$ cat src/rtl/dcache_miss_ctrl.sv
// Data-cache miss sequencer for the MEM stage: drives the hit qualifier, writes back a dirty victim, refills the line, updates the tag.
// Latency: hit is combinational (0 added cycles); a clean miss stalls LINE_WORDS acked beats + DONE + re-lookup; a dirty miss adds LINE_WORDS write beats.
// Backpressure: memReq is held high across beats until memAck; the beat only advances on ack, so no beat is ever dropped.
//
// Ports:
//   clk, rst_n                          clock, asynchronous active-low reset
//   memRead, memWrite, addr             MEM-stage access (held stable while hit=0)
//   tagHit, victimDirty, victimTag,     tag-array lookup results for addr's index
//   victimData                          cache word at {index, wbIdx}
//   hit                                 access complete, pipeline may advance
//   memReq, memWe, memAddr, memWdata,   word-wide memory bus (req/ack)
//   memAck, memRdata
//   wbIdx, fillWe, fillIdx, tagWe,      cache array write/read controls
//   lineIndex, missTag
//   missCount                           saturating count of misses taken
module dcache_miss_ctrl #(
  parameter int ADDR_W     = 64,
  parameter int DATA_W     = 64,
  parameter int LINE_WORDS = 4,
  parameter int INDEX_W    = 6,
  localparam int BEAT_W    = $clog2(LINE_WORDS),
  localparam int OFF_W     = BEAT_W + 3,
  localparam int TAG_W     = ADDR_W - INDEX_W - OFF_W
) (
  input  logic               clk,
  input  logic               rst_n,
  input  logic               memRead,
  input  logic               memWrite,
  input  logic [ADDR_W-1:0]  addr,
  input  logic               tagHit,
  input  logic               victimDirty,
  input  logic [TAG_W-1:0]   victimTag,
  input  logic [DATA_W-1:0]  victimData,
  output logic               hit,
  output logic               memReq,
  output logic               memWe,
  output logic [ADDR_W-1:0]  memAddr,
  output logic [DATA_W-1:0]  memWdata,
  input  logic               memAck,
  input  logic [DATA_W-1:0]  memRdata,
  output logic [BEAT_W-1:0]  wbIdx,
  output logic               fillWe,
  output logic [BEAT_W-1:0]  fillIdx,
  output logic               tagWe,
  output logic [INDEX_W-1:0] lineIndex,
  output logic [TAG_W-1:0]   missTag,
  output logic [31:0]        missCount
);

  typedef enum logic [1:0] {IDLE, WB, FILL, DONE} state_t;

  localparam logic [BEAT_W-1:0] LAST_BEAT = BEAT_W'(LINE_WORDS - 1);

  state_t             state;
  logic [BEAT_W-1:0]  beat;
  logic [TAG_W-1:0]   missTagQ;
  logic [INDEX_W-1:0] lineIndexQ;
  logic [31:0]        missCnt;

  logic access;
  logic inWb;
  logic inFill;

  assign access = memRead | memWrite;
  assign inWb   = (state == WB);
  assign inFill = (state == FILL);

  always_ff @(posedge clk or negedge rst_n) begin
    if (!rst_n) begin
      state      <= IDLE;
      beat       <= '0;
      missTagQ   <= '0;
      lineIndexQ <= '0;
      missCnt    <= '0;
    end else begin
      case (state)
        IDLE: begin
          if (access && !tagHit) begin
            missTagQ   <= addr[ADDR_W-1 -: TAG_W];
            lineIndexQ <= addr[OFF_W +: INDEX_W];
            beat       <= '0;
            if (missCnt != 32'hFFFF_FFFF) missCnt <= missCnt + 32'd1;
            state      <= victimDirty ? WB : FILL;
          end
        end
        WB: begin
          if (memAck) begin
            if (beat == LAST_BEAT) begin
              beat  <= '0;
              state <= FILL;
            end else begin
              beat <= beat + BEAT_W'(1);
            end
          end
        end
        FILL: begin
          if (memAck) begin
            if (beat == LAST_BEAT) begin
              beat  <= '0;
              state <= DONE;
            end else begin
              beat <= beat + BEAT_W'(1);
            end
          end
        end
        DONE: state <= IDLE;
        default: state <= IDLE;
      endcase
    end
  end

  // rst_n gates hit so the pipeline sees a stall for the whole reset window.
  assign hit      = rst_n & (state == IDLE) & (~access | tagHit);
  assign memReq   = inWb | inFill;
  assign memWe    = inWb;
  // Write-back targets the victim's tag; the refill targets the latched miss tag.
  assign memAddr  = inWb   ? {victimTag, lineIndexQ, beat, 3'b000} :
                    inFill ? {missTagQ,  lineIndexQ, beat, 3'b000} : '0;
  assign memWdata = inWb ? victimData : '0;
  assign wbIdx    = inWb ? beat : '0;
  // Read data is only written into the cache on an acked fill beat.
  assign fillWe   = inFill & memAck;
  assign fillIdx  = inFill ? beat : '0;
  assign tagWe    = (state == DONE);
  assign lineIndex = lineIndexQ;
  assign missTag   = missTagQ;
  assign missCount = missCnt;

  // memRdata passes straight to the cache data array; the controller only qualifies it.
  logic unusedRdata;
  assign unusedRdata = ^memRdata;

endmodule

$ cat config.mk
export PLATFORM = sky130hd
export DESIGN_NAME = dcache_miss_ctrl
export DESIGN_NICKNAME = d
export VERILOG_FILES = /design/src/rtl/dcache_miss_ctrl.sv
export SDC_FILE = /design/constraint.sdc
export NUM_CORES = 1
export LEC_CHECK = 0
export CAP_MARGIN = 20
export CORE_AREA = 2 2 189 191
export CTS_CLUSTER_SIZE = 24
export DETAILED_ROUTE_END_ITERATION = 16
export DIE_AREA = 0 0 191 193
export PLACE_DENSITY = 0.55
export SLEW_MARGIN = 20
export SYNTH_ARGS = -nofsm -noshare
export SYNTH_HDL_FRONTEND = slang
export SYNTH_SLANG_ARGS = --single-unit
$ cat constraint.sdc
create_clock -name clk -period 3.3 [get_ports clk]
set_clock_uncertainty 0.2 [all_clocks]
set_input_delay 0.495 -clock clk [delete_from_list [all_inputs] [get_ports clk]]
set_output_delay 0.495 -clock clk [all_outputs]
set_load 0.01 [all_outputs]
==> results of run 1 <==
==> cell usage in the layout, fill, tap and decap left out, types with 10 or more instances in the layout <==
cell type and n:
mux2_2 59, xnor2_1 15, inv_1 11, dfrtp_1 95
clkdlybuf4s50_1 406, nand2_1 16, xor2_1 15, a22o_1 54
nand3_1 11, buf_4 11, and2_1 70, nand4_1 10
nor2_1 13
==> state kept, by name, indices dropped and copies added, names as in the netlist <==
| name | count |
|---|---|
| missTag | 53 |
| missCount | 32 |
| beat | 2 |
| state | 2 |
| lineIndex | 6 |
==> worst min path at each step <==
stage	startpoint	to	slack [ns]	cells after the start
2_1_floorplan	rst_n	beat[0]	-0.0006	0
3_3_place_gp	missCount[26]	missCount[26]	0.29	1
3_5_place_dp	missCount[25]	missCount[25]	0.30	1
4_1_cts	rst_n	missCount[4]	0.09	2
5_1_grt	rst_n	missCount[15]	0.12	2
6_report	rst_n	missCount[4]	0.08	2
==> routing by layer <==
metal  global-route usage, %  vias to the layer above  share of wire [%]
met4                    2.95                        0               0.86
li1                        -                     2435                  -
met5                       0                        -                  0
met3                    3.28                       11                8.1
met2                    18.9                      220                 49
met1                    14.2                     2430                 42
==> critical path, stage by stage (launching register included) <==
cell             delay [ns]
dfrtp_1                0.44
inv_1                  0.13
ha_2                   0.25
nor2b_4                0.20
buf_12                 0.22
a22o_1                 0.22
clkdlybuf4s50_1        0.55
==> cells by family (layout without fill, tap and decap cells) <==
logic type / after synthesis / after routing / share of synthesized area [%]
other cells: 1 / 4 / 0.0737
flops: 95 / 95 / 46.7
compound gates: 69 / 69 / 11.6
mux: 61 / 61 / 13.4
xor+xnor: 30 / 30 / 5.16
fa+ha+maj: 7 / 7 / 1.72
simple gates: 157 / 157 / 17.9
buf+inv: 41 / 445 / 3.44
==> where the power goes <==
group	total, mW	switching, mW	internal [mW]	leakage [nW]
clock	1.08	0.477	0.606	0.149
sequential	2.00	0.408	1.59	1.17
combinational	4.74	1.93	2.81	2.65
total	7.82	2.82	5.00	3.97
==> per-stage QoR <==
step                      setup WS [ns]  hold WS (ns)
final                             0.179        0.0771
after global routing             0.0606         0.117
after CTS                        0.0683        0.0857
after detailed placement          0.467         0.305
after global placement            0.525         0.292
after floorplan                    1.06     -0.000591
==> area by class of cell <==
| cell class | instances | share of cell area, % |
|---|---|---|
| multi-input cells | 327 | 25.6 |
| clock buffers | 10 | 2.38 |
| repair buffers | 419 | 41.6 |
| diodes | 1 | 0.0249 |
| inverters | 11 | 0.411 |
| flip-flops and latches | 95 | 23.6 |
| clock inverters | 5 | 0.572 |
| well taps | 461 | 5.74 |
==> impl_metrics.py, run 1 <==
metrics = {
    "worst_hold_path": {
        "min_path_type": "primary input to async pin",
    },
    "synth": {
        "ys_top_cells_by_area": "dfrtp_1, mux2_2, a22o_1, and2_1, xnor2_1",
        "synth_flop_cell": "dfrtp_1",
        "netlist_area_sq_um": 5090,
        "synth_area_leader_cell": "dfrtp_1",
        "synth_area_per_cell_sq_um": 11.0,
        "async_flop_share_pct": 100,
        "yosysMostFrequentCell": "dfrtp_1",
        "ys_types": 40,
        "yosysTopAreaCellShare_pct": 46.7,
        "synth_warnings": 0,
        "synth_common_cells": "dfrtp_1, and2_1, mux2_2",
        "synthesis.instances": 461,
        "ys_seq_area_share_pct": 46.7,
        "synth_edf_count": 0,
        "synth_seq_cells": 95,
    },
    "timing": {
        "post-route-period-util_pct": 94.6,
        "fmax_ghz": 0.320,
        "rsz0062_at_grt": "false",
        "slew_headroom_pct": 47.4,
        "maxSlewViolCount": 0,
        "hold_viol_final": 0,
        "tightest_slew_ns": 0.788,
        "setup_tns_ns": 0,
        "post-route-min-period_ns": 3.12,
        "setup_violations": 0,
    },
    "global_routing": {
        "antenna_found_initial": 1,
        "grt_pass1_vias": 5216,
        "overflow": 0,
        "grt_first_pass_wirelength_microns": 31600,
        "grt_max_degree": 87,
        "grt_util_all_layers_pct": 11.3,
    },
    "drt": {
        "drc": 0,
        "drt_iter0_markers": 152,
        "routed_wl_microns": 21600,
        "firstDrtPassIters": 4,
        "vias": 5096,
        "avgViaCountPerCell": 3.83,
        "drtAntennaViolNets": 0,
        "avgRoutedWirePerCell_microns": 16.2,
    },
    "clock_network": {
        "clk-insertion-delay-late_ns": 0.35,
        "cts_max_path_buffers": 2,
        "cts_buffers": 9,
        "path_clk_slew_ns": 0.07,
        "cts_sinks": 95,
        "htree_levels": 3,
        "cts_root_buf": "clkbuf_16",
        "cts_hold_buf": 0,
        "cts_tree": "yes",
        "cts_setup_buffers": 0,
        "post_cts_resized": 0,
    },
    "die": {
        "dieWidth_microns": 191,
        "core_area_sq_um": 35000,
        "ios": 480,
        "die_area_sq_um": 36900,
        "floorplan.initialDensity_pct": 14.6,
        "dieHeight_microns": 193,
        "placementRows": 69,
    },
    "finish": {
        "drive_gt1_share_pct": 11.2,
        "fill_cells": 3686,
        "finalNonFillerCells": 1329,
        "utilization_pct": 28.8,
        "multi_input_area_sq_um": 2570,
        "syn_to_final_growth_pct": 97.5,
        "final_nets": 1122,
        "layout.area.seq_sq_um": 2380,
        "design_area_sq_um": 10100,
    },
    "power_and_ir_drop": {
        "cellPowerDensity_nw_per_um2": 778,
        "leakage_nw": 3.97,
        "finalPower_mw": 7.82,
        "peakVddDrop_v": 0.000339,
    },
    "worst_setup_path": {
        "reg2reg_from": "missCount[15]",
        "r2r_setup_slack_ns": 0.77,
        "setup.worst_path.end_class": "primary output",
        "endpoint": "memAddr[35]",
        "arrival_ns": 2.43,
        "start_kind": "flip-flop",
        "rr_worst_depth": 5,
        "startpoint": "state[0]",
        "crit_fanout": 41,
        "cp.required_ns": 2.60,
        "rr_endpoint": "missCount[21]",
        "crit_type": "flip-flop to primary output",
    },
    "placed_design": {
        "place_inst": 1313,
        "io_buffers": 407,
        "post_dp_cell_area_sq_um": 9750,
        "gp_congestion": 0.749,
        "post-dp-hpwl_microns": 17100,
    },
    "flow_run": {
        "cap_violations": 0,
    },
    "outcome": {
        "status": "completed",
    },
}
Note: power is estimated with default switching activity, not from simulation.
==> inputs of run 2 (changes only) <==
Settings changed: ABC_CLOCK_PERIOD_IN_PS from default to 3300, MAX_ROUTING_LAYER from default to met4.
==> run 2 against run 1 <==
Non-clock buffer count unchanged. Hold slack lost 0.0076 ns. Sequential power hardly changed. Register-to-register slack is essentially flat. Sequential cell count unchanged. Critical endpoint unchanged.
==> impl_metrics.py, run 2 (same netlist as run 1, synthesis figures left out) <==
metrics = {
    "power_and_ir_drop": {
        "cellPowerDensity_nw_per_um2": 779,
        "leakage_nw": 3.97,
        "finalPower_mw": 7.83,
        "peakVddDrop_v": 0.000340,
    },
    "global_routing": {
        "antenna_found_initial": 2,
        "grt_pass1_vias": 5224,
        "grtUsageMet3_pct": 3.02,
        "grt_busiest_layer": "met2",
        "grt_util_all_layers_pct": 11.6,
        "grt_use_met1_pct": 14.4,
        "overflow": 0,
        "use_met2_pct": 18.8,
        "grt_max_degree": 87,
        "grt_first_pass_wirelength_microns": 31600,
    },
    "finish": {
        "drive_gt1_share_pct": 11.2,
        "final_cell_mix": "clkdlybuf4s50_1, dfrtp_1, and2_1",
        "final_nets": 1122,
        "largest_register_ffs": 53,
        "syn_to_final_growth_pct": 97.5,
        "fill_cells": 3686,
        "final_common_cell": "clkdlybuf4s50_1",
    },
    "timing": {
        "fmax_ghz": 0.321,
        "setup_violations": 0,
        "maxSlewViolCount": 0,
        "slew_headroom_pct": 47.4,
        "setup_tns_ns": 0,
        "hold_viol_final": 0,
        "tightest_slew_ns": 0.788,
        "rsz0062_at_grt": "false",
        "post-route-min-period_ns": 3.12,
        "post-route-period-util_pct": 94.5,
    },
    "die": {
        "floorplan.initialDensity_pct": 14.6,
        "placementRows": 69,
        "ios": 480,
        "dieWidth_microns": 191,
        "dieHeight_microns": 193,
        "core_area_sq_um": 35000,
        "die_area_sq_um": 36900,
    },
    "clock_network": {
        "cts_sinks": 95,
        "clk-insertion-delay-late_ns": 0.36,
        "cts_max_path_buffers": 2,
        "cts_tree": "yes",
        "cts_hold_buf": 0,
        "htree_levels": 3,
        "cts_root_buf": "clkbuf_16",
        "path_clk_slew_ns": 0.07,
        "cts_buffers": 9,
    },
    "drt": {
        "drt_iter0_markers": 187,
        "drtAntennaViolNets": 0,
        "firstDrtPassIters": 4,
        "routed_wl_microns": 21500,
        "avgViaCountPerCell": 3.84,
        "drc": 0,
        "avgRoutedWirePerCell_microns": 16.2,
        "vias": 5103,
    },
    "worst_setup_path": {
        "cp_slowest_cell": "clkdlybuf4s50_1",
        "crit_fanout": 41,
        "start_kind": "flip-flop",
        "crit_chain": "inv_1 > ha_2 > nor2b_4 > buf_12 > a22o_1 > clkdlybuf4s50_1",
        "slowest_delay_ns": 0.55,
        "rr_worst_depth": 5,
        "crit_type": "flip-flop to primary output",
        "cp.required_ns": 2.60,
        "setup.worst_path.end_class": "primary output",
        "arrival_ns": 2.42,
    },
    "flow_run": {
        "cap_violations": 0,
    },
    "placed_design": {
        "gp_congestion": 0.758,
        "io_buffers": 407,
        "post-dp-hpwl_microns": 17100,
    },
    "worst_hold_path": {
        "min_path_type": "primary input to async pin",
    },
    "outcome": {
        "status": "completed",
    },
}
## run 2: cell counts in the layout (fill, tap and decap cells not counted)
Identical to the previous run, type by type.
## run 2: critical path, delay by kind of cell (launching register included)
kind | cells | cell delay, ns
AO/OA/AOI/OAI | 1 | 0.22
flip-flops | 1 | 0.44
buffers and inverters | 3 | 0.90
AND/OR/NAND/NOR | 1 | 0.20
adder cells (fa/ha/maj) | 1 | 0.25
## run 2: final cells by class
cell class              instances  area, sq um  share of cell area [%]
inverters                      11         41.3                   0.411
clock buffers                  10          239                    2.38
repair buffers                419         4190                    41.6
flip-flops and latches         95         2380                    23.6
multi-input cells             327         2570                    25.6
clock inverters                 5         57.6                   0.572
diodes                          1         2.50                  0.0249
well taps                     461          577                    5.74
## run 2: worst paths after layout
path | startpoint | endpoint | slack [ns]
setup / recovery | state[0] | memAddr[35] | 0.18
hold / removal | rst_n | missCount[4] | 0.07
setup reg to reg | missCount[15] | missCount[21] | 0.77
hold reg to reg | missCount[26] | missCount[26] | 0.32
max in group asynchronous | rst_n | missTag[41] | 2.21
min in group clk | missCount[26] | missCount[26] | 0.32
## run 2: timing repair
action	CTS	global route
setup endpoints to repair	0	4
hold endpoints to repair	0	0
setup buffers	0	0
resized for setup	0	1
## run 2: metal layers
| metal | up-vias | part of all wire (%) | wire, microns |
|---|---|---|---|
| li1 | 2433 | - | - |
| met1 | 2440 | 43 | 9210 |
| met2 | 221 | 49 | 10500 |
| met3 | 9 | 7.7 | 1660 |
| met4 | 0 | 0.84 | 182 |
| met5 | - | 0 | 0 |
## run 2: through the flow
step / setup WS (ns) / hold WS (ns) / cell area [sq um] / instances / utilization [%]
after floorplan: 1.06 / -0.000591 / 5100 / 463 / -
after global placement: 0.525 / 0.292 / 9750 / 1313 / 27.9
after detailed placement: 0.467 / 0.305 / 9750 / 1313 / 27.9
after CTS: 0.0683 / 0.0857 / 10000 / 1328 / 28.7
after global routing: 0.0576 / 0.118 / 10100 / 1329 / 28.8
final: 0.183 / 0.0695 / 10100 / 1329 / 28.8
## run 2: where the power goes
part	total (mW)	internal [mW]	switching [mW]	leakage, nW
clock	1.09	0.606	0.481	0.149
combinational	4.75	2.81	1.94	2.65
sequential	2.00	1.59	0.407	1.17
total	7.83	5.00	2.83	3.97
==> inputs of run 3 (changes only) <==
Settings changed: ABC_AREA from default to 1, CORE_AREA 2 2 189 191 to 2 2 188 190, DIE_AREA 0 0 191 193 to 0 0 190 192, PLACE_DENSITY 0.55 to 0.58.
==> run 3 against run 2 <==
Total power shrank 4.7%. Setup slack gained 0.059 ns. Combinational power is 4.6% lower. Sequential power fell by 6%. Clock power fell by 5%. Largest cell class unchanged. Non-clock buffer count is 2 lower. Clock-buffer cell count increased by 2. Via count rose by 43%.
==> impl_metrics.py, run 3 <==
metrics = {
    "clock_network": {
        "post_cts_resized": 0,
        "cts_tree": "yes",
        "cts_sinks": 95,
        "cts_setup_buffers": 0,
        "cts_root_buf": "clkbuf_16",
        "cts_buffers": 9,
        "htree_levels": 3,
        "path_clk_slew_ns": 0.07,
        "cts_max_path_buffers": 2,
        "cts_hold_buf": 0,
        "clk-insertion-delay-late_ns": 0.36,
    },
    "finish": {
        "final_nets": 1609,
        "finalNonFillerCells": 1818,
        "final_cell_mix": "nand2_1, clkdlybuf4s50_1, inv_1",
        "utilization_pct": 31.7,
        "syn_to_final_growth_pct": 81.2,
        "largest_register_ffs": 53,
        "drive_gt1_share_pct": 3.03,
        "fill_cells": 3689,
        "final_common_cell": "nand2_1",
        "design_area_sq_um": 10900,
    },
    "timing": {
        "hold_viol_final": 0,
        "post-route-min-period_ns": 3.06,
        "rsz0062_at_grt": "false",
        "setup_tns_ns": 0,
        "setup_violations": 0,
        "setup_ws_ns": 0.241,
        "maxSlewViolCount": 0,
        "post-route-period-util_pct": 92.7,
        "tightest_slew_ns": 0.863,
        "slew_headroom_pct": 42.5,
        "whs_ns": 0.174,
        "fmax_ghz": 0.327,
    },
    "drt": {
        "vias": 7316,
        "drtAntennaViolNets": 0,
        "routed_wl_microns": 29200,
        "drt_iter0_markers": 290,
        "avgRoutedWirePerCell_microns": 16.0,
        "top_layer_used": "met4",
        "wl_met2_microns": 15200,
        "drc": 0,
        "firstDrtPassIters": 5,
        "avgViaCountPerCell": 4.02,
        "wl_met1_microns": 11200,
        "met3_length_microns": 2190,
    },
    "synth": {
        "synth_flop_cell": "dfrtp_1",
        "synth_area_leader_cell": "dfrtp_1",
        "async_flop_share_pct": 100,
        "yosysTopAreaCellShare_pct": 39.6,
        "yosysMostFrequentCell": "nand2_1",
        "synth_area_per_cell_sq_um": 6.22,
        "ys_top_cells_by_area": "dfrtp_1, nand2_1, inv_1, nand3_1, nor2_1",
        "synth_seq_cells": 95,
        "netlist_area_sq_um": 6000,
        "synthesis.instances": 965,
        "synth_common_cells": "nand2_1, inv_1, dfrtp_1",
        "synth_warnings": 0,
        "synth_edf_count": 0,
        "ys_types": 25,
        "ys_seq_area_share_pct": 39.6,
    },
    "worst_setup_path": {
        "setup.worst_path.end_class": "primary output",
        "arrival_ns": 2.36,
        "cp_slowest_cell": "clkdlybuf4s50_1",
        "start_kind": "flip-flop",
        "cp.required_ns": 2.60,
        "crit_fanout": 121,
        "r2r_setup_slack_ns": 0.93,
        "crit_chain": "inv_1 > ha_4 > buf_12 > nand2_1 > nand2_1 > clkdlybuf4s50_1",
        "rr_endpoint": "missCount[31]",
        "critPathBufInv": 3,
        "slowest_delay_ns": 0.60,
        "reg2reg_from": "state[0]",
        "crit_type": "flip-flop to primary output",
        "crit_top_cell": "nand2_1",
        "startpoint": "state[1]",
        "crit_family": "buffers and inverters",
        "rr_worst_depth": 8,
    },
    "global_routing": {
        "grt_first_pass_wirelength_microns": 42100,
        "antenna_found_initial": 8,
        "grt_util_all_layers_pct": 15.8,
        "overflow": 0,
        "grt_max_degree": 122,
        "grt_pass1_vias": 7066,
    },
    "power_and_ir_drop": {
        "sequentialPowerShare_pct": 25.3,
        "peakVddDrop_v": 0.000296,
        "clkPwrFrac_pct": 14.0,
        "cellPowerDensity_nw_per_um2": 686,
        "finalPower_mw": 7.46,
        "switching_share_pct": 41.6,
        "switchingPower_mw": 3.10,
        "p_comb_share_pct": 60.7,
        "leakage_nw": 5.31,
        "internal_power_mw": 4.36,
    },
    "die": {
        "die_area_sq_um": 36500,
        "floorplan.initialDensity_pct": 17.5,
        "core_area_sq_um": 34300,
        "placementRows": 68,
        "dieWidth_microns": 190,
        "ios": 480,
        "dieHeight_microns": 192,
    },
    "placed_design": {
        "post-dp-hpwl_microns": 22900,
        "gp_congestion": 0.981,
        "io_buffers": 407,
        "place_ws_ns": 0.577,
        "place_inst": 1794,
        "post_dp_cell_area_sq_um": 10600,
    },
    "outcome": {
        "status": "completed",
    },
    "flow_run": {
        "cap_violations": 0,
    },
    "worst_hold_path": {
        "min_path_type": "primary input to async pin",
    },
}
[run 3: how the worst max path moves through the flow]
stage / endpoint / depth (start not counted)
4_1_cts: memAddr[4] / 6
2_1_floorplan: memAddr[27] / 6
3_3_place_gp: missCount[25] / 9
3_5_place_dp: missCount[31] / 9
6_report: memAddr[63] / 6
5_1_grt: memAddr[4] / 6
[run 3: cell type report]
cell class	count	area, sq um	area share [%]
timing repair buffer	417	4190	38.6
multi-input combinational	711	3000	27.6
sequential	95	2380	21.9
tap	455	569	5.24
inverter	116	435	4.01
clock buffer	12	246	2.27
clock inverter	4	30.0	0.276
antenna	8	20.0	0.184
[run 3: cells by family (layout without fill, tap and decap cells)]
| group | count (synthesis) | count (layout) | synth area share (%) |
|---|---|---|---|
| other | 1 | 11 | 0.0625 |
| buffers and inverters | 161 | 549 | 10.8 |
| XOR/XNOR | 13 | 13 | 1.90 |
| AND/OR/NAND/NOR | 667 | 667 | 44.3 |
| adder cells (fa/ha/maj) | 7 | 7 | 1.46 |
| AO/OA/AOI/OAI | 21 | 21 | 1.77 |
| flip-flops | 95 | 95 | 39.6 |
[run 3: metal layers]
metal  track usage (%)  up-vias
met4              4.83        0
met3              4.29       23
li1                  -     3649
met5                 -        -
met2              27.8      277
met1              17.3     3367
[run 3: power by group through the flow]
stage          clock network [mW]  logic [mW]  registers, mW
6_report                     1.04        4.53           1.89
5_1_grt                      1.14        4.95           1.94
4_1_cts                      1.09        4.60           1.89
3_5_place_dp                    0        4.58           1.91
3_3_place_gp                    0        4.55           1.89
2_1_floorplan                   0        1.74           1.99
